File: src/rtl/vga_sync_decoder.sv
// vga_sync_decoder: measures an incoming HSYNC/VSYNC pair against the expected mode,
// locks after consecutive good frames and regenerates HC/VC/VIDON one clock behind the source.
module vga_sync_decoder #(
    parameter int HPIXELS     = 800,
    parameter int VLINES      = 521,
    parameter int HSW         = 128,
    parameter int VSW         = 2,
    parameter int HBP         = 144,
    parameter int HFP         = 784,
    parameter int VBP         = 31,
    parameter int VFP         = 511,
    parameter int LOCK_FRAMES = 2
) (
    input  logic        CLK,
    input  logic        CLR_N,
    input  logic        HSYNC,
    input  logic        VSYNC,
    output logic [9:0]  HC,
    output logic [9:0]  VC,
    output logic        VIDON,
    output logic        LOCKED,
    output logic        ERR,
    output logic [10:0] LINE_LEN,
    output logic [9:0]  FRAME_LINES
);
    localparam int GW = $clog2(LOCK_FRAMES + 1);

    typedef enum logic [1:0] {S_SEARCH, S_TRACK, S_LOCKED} state_t;

    state_t          state, state_nxt;
    logic [GW-1:0]   good_cnt, good_nxt;
    logic            hs_prev, vs_prev;
    logic [10:0]     line_cnt;
    logic [9:0]      vlow_cnt, frame_cnt, hc_nxt, vc_nxt;
    logic            frame_bad, hs_fall, hs_rise, vs_fall, vs_rise;
    logic            line_bad, width_bad, vsw_bad, timeout, frame_good;
    logic            err_nxt, vidon_nxt;

    assign hs_fall = hs_prev & ~HSYNC;
    assign hs_rise = ~hs_prev & HSYNC;
    assign vs_fall = vs_prev & ~VSYNC;
    assign vs_rise = ~vs_prev & VSYNC;

    // line_cnt restarts at each hs_fall, so line_cnt+1 is both the low width at hs_rise and the line length at hs_fall
    assign line_bad   = hs_fall && (line_cnt + 11'd1 != 11'(HPIXELS));
    assign width_bad  = hs_rise && (line_cnt + 11'd1 != 11'(HSW));
    assign vsw_bad    = vs_rise && (vlow_cnt != 10'(VSW));
    assign timeout    = !hs_fall && (line_cnt == 11'(2 * HPIXELS));
    // the hs_fall coinciding with vs_fall closes the last line of the frame being judged
    assign frame_good = (frame_cnt == 10'(VLINES)) && !frame_bad && !line_bad;

    assign hc_nxt = hs_fall ? 10'd0 : (HC == '1 ? HC : HC + 10'd1);
    assign vc_nxt = vs_fall ? 10'd0 : (hs_fall && VC != '1) ? VC + 10'd1 : VC;

    always_ff @(posedge CLK or negedge CLR_N) begin
        if (!CLR_N) begin
            state    <= S_SEARCH;
            good_cnt <= '0;
        end else begin
            state    <= state_nxt;
            good_cnt <= good_nxt;
        end
    end

    always_comb begin
        state_nxt = state;
        good_nxt  = good_cnt;
        if (timeout) begin
            state_nxt = S_SEARCH;
            good_nxt  = '0;
        end else if (vs_fall) begin
            case (state)
                S_SEARCH: begin
                    state_nxt = S_TRACK;
                    good_nxt  = '0;
                end
                S_TRACK: begin
                    good_nxt = frame_good ? good_cnt + GW'(1) : '0;
                    if (frame_good && good_cnt + GW'(1) == GW'(LOCK_FRAMES))
                        state_nxt = S_LOCKED;
                end
                default: begin
                    if (!frame_good) begin
                        state_nxt = S_TRACK;
                        good_nxt  = '0;
                    end
                end
            endcase
        end
    end

    always_comb begin
        err_nxt   = (state == S_LOCKED) && (timeout || (vs_fall && !frame_good));
        vidon_nxt = (state_nxt == S_LOCKED) && hc_nxt >= 10'(HBP) && hc_nxt < 10'(HFP)
                    && vc_nxt >= 10'(VBP) && vc_nxt < 10'(VFP);
    end

    assign LOCKED = (state == S_LOCKED);

    always_ff @(posedge CLK or negedge CLR_N) begin
        if (!CLR_N) begin
            hs_prev     <= 1'b1;
            vs_prev     <= 1'b1;
            line_cnt    <= '0;
            vlow_cnt    <= '0;
            frame_cnt   <= '0;
            frame_bad   <= 1'b0;
            HC          <= '0;
            VC          <= '0;
            VIDON       <= 1'b0;
            ERR         <= 1'b0;
            LINE_LEN    <= '0;
            FRAME_LINES <= '0;
        end else begin
            hs_prev   <= HSYNC;
            vs_prev   <= VSYNC;
            line_cnt  <= hs_fall ? 11'd0 : (line_cnt == '1 ? line_cnt : line_cnt + 11'd1);
            vlow_cnt  <= vs_fall ? {9'd0, hs_fall}
                       : (hs_fall && !VSYNC && vlow_cnt != '1) ? vlow_cnt + 10'd1 : vlow_cnt;
            frame_cnt <= vs_fall ? {9'd0, hs_fall}
                       : (hs_fall && frame_cnt != '1) ? frame_cnt + 10'd1 : frame_cnt;
            frame_bad <= (timeout || vs_fall) ? 1'b0 : frame_bad | line_bad | width_bad | vsw_bad;
            HC        <= hc_nxt;
            VC        <= vc_nxt;
            VIDON     <= vidon_nxt;
            ERR       <= err_nxt;
            if (hs_fall)
                LINE_LEN <= line_cnt + 11'd1;
            if (vs_fall)
                FRAME_LINES <= frame_cnt;
        end
    end
endmodule
File: config.mk
export PLATFORM = sky130hd
export DESIGN_NAME = vga_sync_decoder
export DESIGN_NICKNAME = d
export VERILOG_FILES = /design/src/rtl/vga_sync_decoder.sv
export SDC_FILE = /design/constraint.sdc
export NUM_CORES = 1
export LEC_CHECK = 0
export CAP_MARGIN = 10
export CORE_MARGIN = 4
export CORE_UTILIZATION = 54
export DETAILED_ROUTE_END_ITERATION = 10
export PLACE_DENSITY = 0.83
export SLEW_MARGIN = 20
export SYNTH_ARGS = -nofsm -noshare
export SYNTH_HDL_FRONTEND = slang
export SYNTH_SLANG_ARGS = --single-unit
File: constraint.sdc
create_clock -name CLK -period 6.1 [get_ports CLK]
set_input_delay 1.83 -clock CLK [delete_from_list [all_inputs] [get_ports CLK]]
set_output_delay 1.83 -clock CLK [all_outputs]
set_load 0.02 [all_outputs]
Word level (Yosys, flattened, before mapping). Cells that the tools add are included.

Add/sub/neg operators: 6. $lt $le $gt $ge: 4. Equality and inequality tests: 16. Multiplexer cells: 21. Bitwise operators: 11. Reductions and logical operators: 29.

Operators with widths (count): $mux 10 (8); $add 10x1->10 const B (4); $ne 10x10->1 const B (3); $eq 11x11->1 const B (2); $mux 11 (2); $eq 10x10->1 const B (2); $logic_and 1x1->1 (17); $mux 2 (8); $add 11x1->11 const B (1); $ne 11x10->1 const B (1); $ne 11x8->1 const B (1); $ge 10x5->1 const B (1); $ge 10x8->1 const B (1); $lt 10x10->1 const B (1); $lt 10x9->1 const B (1); $ne 10x2->1 const B (1); $pmux 2 s2 (2); $eq 2x2->1 const B (3); $reduce_bool 2->1 (3); $logic_not 1->1 (5); $and 1x1->1 (4); $ne 4x2->1 const B (1); $not 1->1 (4); $or 1x1->1 (3); 7 further kinds (8).

Register bits: 81. Input bits: 4.

Logic depth before layout (Yosys ltp).
Depth in word-level cells: 15. Mapped depth: 9.

Worst setup path before layout. OpenSTA, ideal clock, no wires.

Kind: in2reg. From: in HSYNC. To: reg VIDON. Library setup time: 121 ps. Arrival time: 3232 ps. Required time: 5979 ps. Slack: 2747 ps. Cell stages on the path: 8. Buffers on the path: 1. Cells stage by stage: or2b_2 clkbuf_8 a31oi_1 mux2i_1 nand4_1 nor2_1 a211oi_1 and4b_1.

Cells in the longest elaborated chain, start to end: 15.

RTL lines: from (decl) (line 16) `input logic HSYNC,`; $not 1->1 * (line 39) `assign hs_fall = hs_prev & ~HSYNC;`; $and 1x1->1 * (line 39); $logic_and 1x1->1 (line 45) `assign line_bad = hs_fall && (line_cnt + 11'd1 != 11'(HPIXELS));`; $logic_not 1->1 (line 50) `assign frame_good = (frame_cnt == 10'(VLINES)) && !frame_bad && !line_bad;`; $logic_and 1x1->1 (line 50); $logic_and 1x1->1 (line 79) `if (frame_good && good_cnt + GW'(1) == GW'(LOCK_FRAMES))`; $mux 2 (line 79); $pmux 2 s2 (line 72) `case (state)`; $mux 2 (line 71) `end else if (vs_fall) begin`; $mux 2 (line 68) `if (timeout) begin`; $eq 2x2->1 (line 94) `vidon_nxt = (state_nxt == S_LOCKED) && hc_nxt >= 10'(HBP) && hc_nxt < 10'(HFP)`; $logic_and 1x1->1 (2 in a row) (line 94); $logic_and 1x1->1 (line 95) `&& vc_nxt >= 10'(VBP) && vc_nxt < 10'(VFP);`; $logic_and 1x1->1 * (line 95); via vidon_nxt (line 37) `logic err_nxt, vidon_nxt;`; to (signal assigned) (line 125) `VIDON <= vidon_nxt;`; to (decl) (line 20) `output logic VIDON,`.

Mark *: on every way through the listed nets, which the timed path passes. The rest lies on a longest branch. A chain may end at the register's enable or synchronous reset.

Worst setup path in the final report. Same ends and word-level chain as after synthesis.

==> impl_results.md <==
- Area leader, netlist: dfrtp_1
- Core area: 7330 um^2
- H-tree depth: 3
- DRT Pass-1 Iters: 5
- # Post-CTS Setup Buffers: 0
- Leakage power: 0.00207 uW
- Clk_skew: 0.0118 ns
- GRT overflow: 0
- Worst relative slew slack: 52.1%
- Vias in the first global route: 3318
- CP Launch Type: input port
- Req. time, crit path: between 6 and 7 ns
- Placed Instances: 570
- Final setup margin: 2.14 ns
- Chip width: 95.5 um
- Most frequent cells in the layout: dfrtp_1 (79), nand2_1 (63), clkdlybuf4s50_1 (46)
- Post-CTS sizing: 0
- Synth Flop Type: dfrtp_1
- Register area: 2030 um^2
- First-pass GRT wire length: about 16000 um
- Post-Syn Instances: 438
- WP data arrival: 4.25 ns
- Unrepaired setup endpoints after global routing: no
- Die H: around 96 um
- Syn Area/Cell: approximately 9.4 um^2
- Final critical-path share of the clock period: 64.8%
- Status: finished clean
- Peak supply drop: 0.166 mV
- # nets final: 495
- CTS buffer count: 9
- Fin area: 4840 um^2
- Cell area after synthesis: 4140 um^2
- Clock Tree Root: clkbuf_8
- Synthesized Nets: between 400 and 500
- Ys async rst share: 100%
- GR Util All Layers: 21.9%
- Fmax: around 250 MHz
- # port buffers: between 40 and 50
- Worst-margin pin slew: roughly 0.7 ns
- Non-filler cells, final: 586
- EDFF count, synth: 0
- Hold_buf cts: 0
- Rows: 31
- Routed wire length: 9070 um
- MaxCap Viol Count: 0
- Largest net degree at the start of global routing: 82
- Post-synth top area share: a little under half
- Gpl congestion: just over 0.9
- DRC violations left: 0
- Commonest non-fill, non-tap cell in the layout: dfrtp_1
- Cell area power density: around 260 nW/um^2
- CP endpoint kind: flip-flop
- Synth cell types: 58
- Die area: about 9100 um^2
- Starting Density: 56.4%
- HPWL Detailed: 6320 um
- Final Hold Violating Endpoints: 0
- Vias/cell: 5.85
- Ys Warns: 0
- Seq/Total Area, Yosys: 49.1%
- Class of the worst hold path: flip-flop to flip-flop
- Final setup violation count: 0
- ANT nets after route: 0
- Post-placement cell area: 4650 um^2
- ANT cells: 0
- Synth-to-layout area growth: 17.1%
- CTS Sinks: 81
- Worst hold slack: 0.482 ns
- Area occupied by multi-input gates: 1980 um^2
- Antenna violations before repair: 0
- CTS tree: built
- Pre-CTS setup slack: 1.81 ns
- Vias: around 3400
- DRT iter0 DRCs: 207
- Final Max Tran Viols: 0
- Worst-skew pair later-pin latency: 0.36 ns
- Fillcell total: 578
- CTS max path bufs: 2
- Setup Total Neg Slack: 0 ns
- Synth area leaders: dfrtp_1 (48%), nand2_1 (5.7%), nor2_1 (3.9%)
- Critical path type: input port to flip-flop
- Register bit total from synthesis: 81
- Min cycle time layout: 3.96 ns
- Clk slew on worst S/H paths: roughly 0.080 ns
- Fraction of layout cells with a size suffix above 1: 6.78%
- # IOs: 48
- WL/cell: 15.5 um
- Worst Path Max Fanout: 27
==> area by class of cell <==
| type | count | area share, % |
|---|---|---|
| Multi-Input combinational cell | 331 | 40.8 |
| Sequential cell | 81 | 41.9 |
| Tap cell | 99 | 2.56 |
| Timing Repair Buffer | 49 | 10.0 |
| Clock buffer | 11 | 2.71 |
| Inverter | 10 | 0.775 |
| Clock inverter | 5 | 1.16 |
==> flip-flops by register name (all words and copies together) (netlist names) <==
register and cells:
state 2, VIDON 1, HC 10, good_cnt 2, FRAME_LINES 10, VC 10, LINE_LEN 11, line_cnt 11
frame_cnt 10, frame_bad 1, vs_prev 1, hs_prev 1, ERR 1, vlow_cnt 10
==> synthesized netlist by cell type, types with 3 or more instances <==
library cell / n
dfrtp_1: 79
nand2_1: 63
nor2_1: 43
o21ai_0: 25
nand3_1: 24
a21oi_1: 22
xnor2_1: 14
xor2_1: 13
nor3_1: 12
clkbuf_1: 10
inv_1: 10
nand4_1: 10
a211oi_1: 9
and3_1: 9
ha_1: 9
nor4_1: 8
a31oi_1: 5
and2_1: 5
and4_1: 5
mux2i_1: 5
or3_1: 5
a311oi_1: 3
nand2b_1: 3
nand3b_1: 3
==> power breakdown <==
part,internal [uW],switching (uW)
logic,103,133
clock network,189,194
registers,583,60.6
total,875,387
==> critical path, cell delays in order <==
cell	delay, ns
clkdlybuf4s50_1	0.51
or2b_2	0.52
a31oi_1	0.43
mux2i_1	0.28
nand4_1	0.16
a211oi_1	0.28
and4b_1	0.23
==> layer usage <==
metal | vias up | wire length [um] | global-route usage (%)
li1 | 1651 | - | -
met1 | 1657 | 4150 | 31.3
met2 | 108 | 4290 | 33.5
met3 | 13 | 517 | 3.95
met4 | 0 | 115 | 7.70
met5 | - | 0 | 0
==> stage by stage <==
stage / util, % / power, uW
floorplan: - / 782
global placement: 63.5 / 877
detailed placement: 63.5 / 890
CTS: 66.0 / 1270
global route: 66.1 / 1330
finish: 66.1 / 1260
==> cell families after synthesis <==
family / count (synthesis) / synth area share (%)
flops: 81 / 49.1
mux: 6 / 1.48
buf+inv: 26 / 3.18
compound gates: 79 / 11.9
xor+xnor: 27 / 5.72
fa+ha+maj: 9 / 2.72
simple gates: 210 / 26.0
==> final timing paths <==
| kind | to | startpoint | cells after the start | slack [ns] |
|---|---|---|---|---|
| setup reg to reg | VIDON | line_cnt[0] | 8 | 3.32 |
| min in group asynchronous | LINE_LEN[0] | CLR_N | 1 | 1.49 |
| hold / removal | LINE_LEN[1] | LINE_LEN[1] | 2 | 0.48 |
| max in group asynchronous | VC[7] | CLR_N | 1 | 4.10 |
| hold reg to reg | LINE_LEN[1] | LINE_LEN[1] | 2 | 0.48 |
| setup / recovery | VIDON | HSYNC | 7 | 2.14 |
Power figures use the tool's default switching activity.
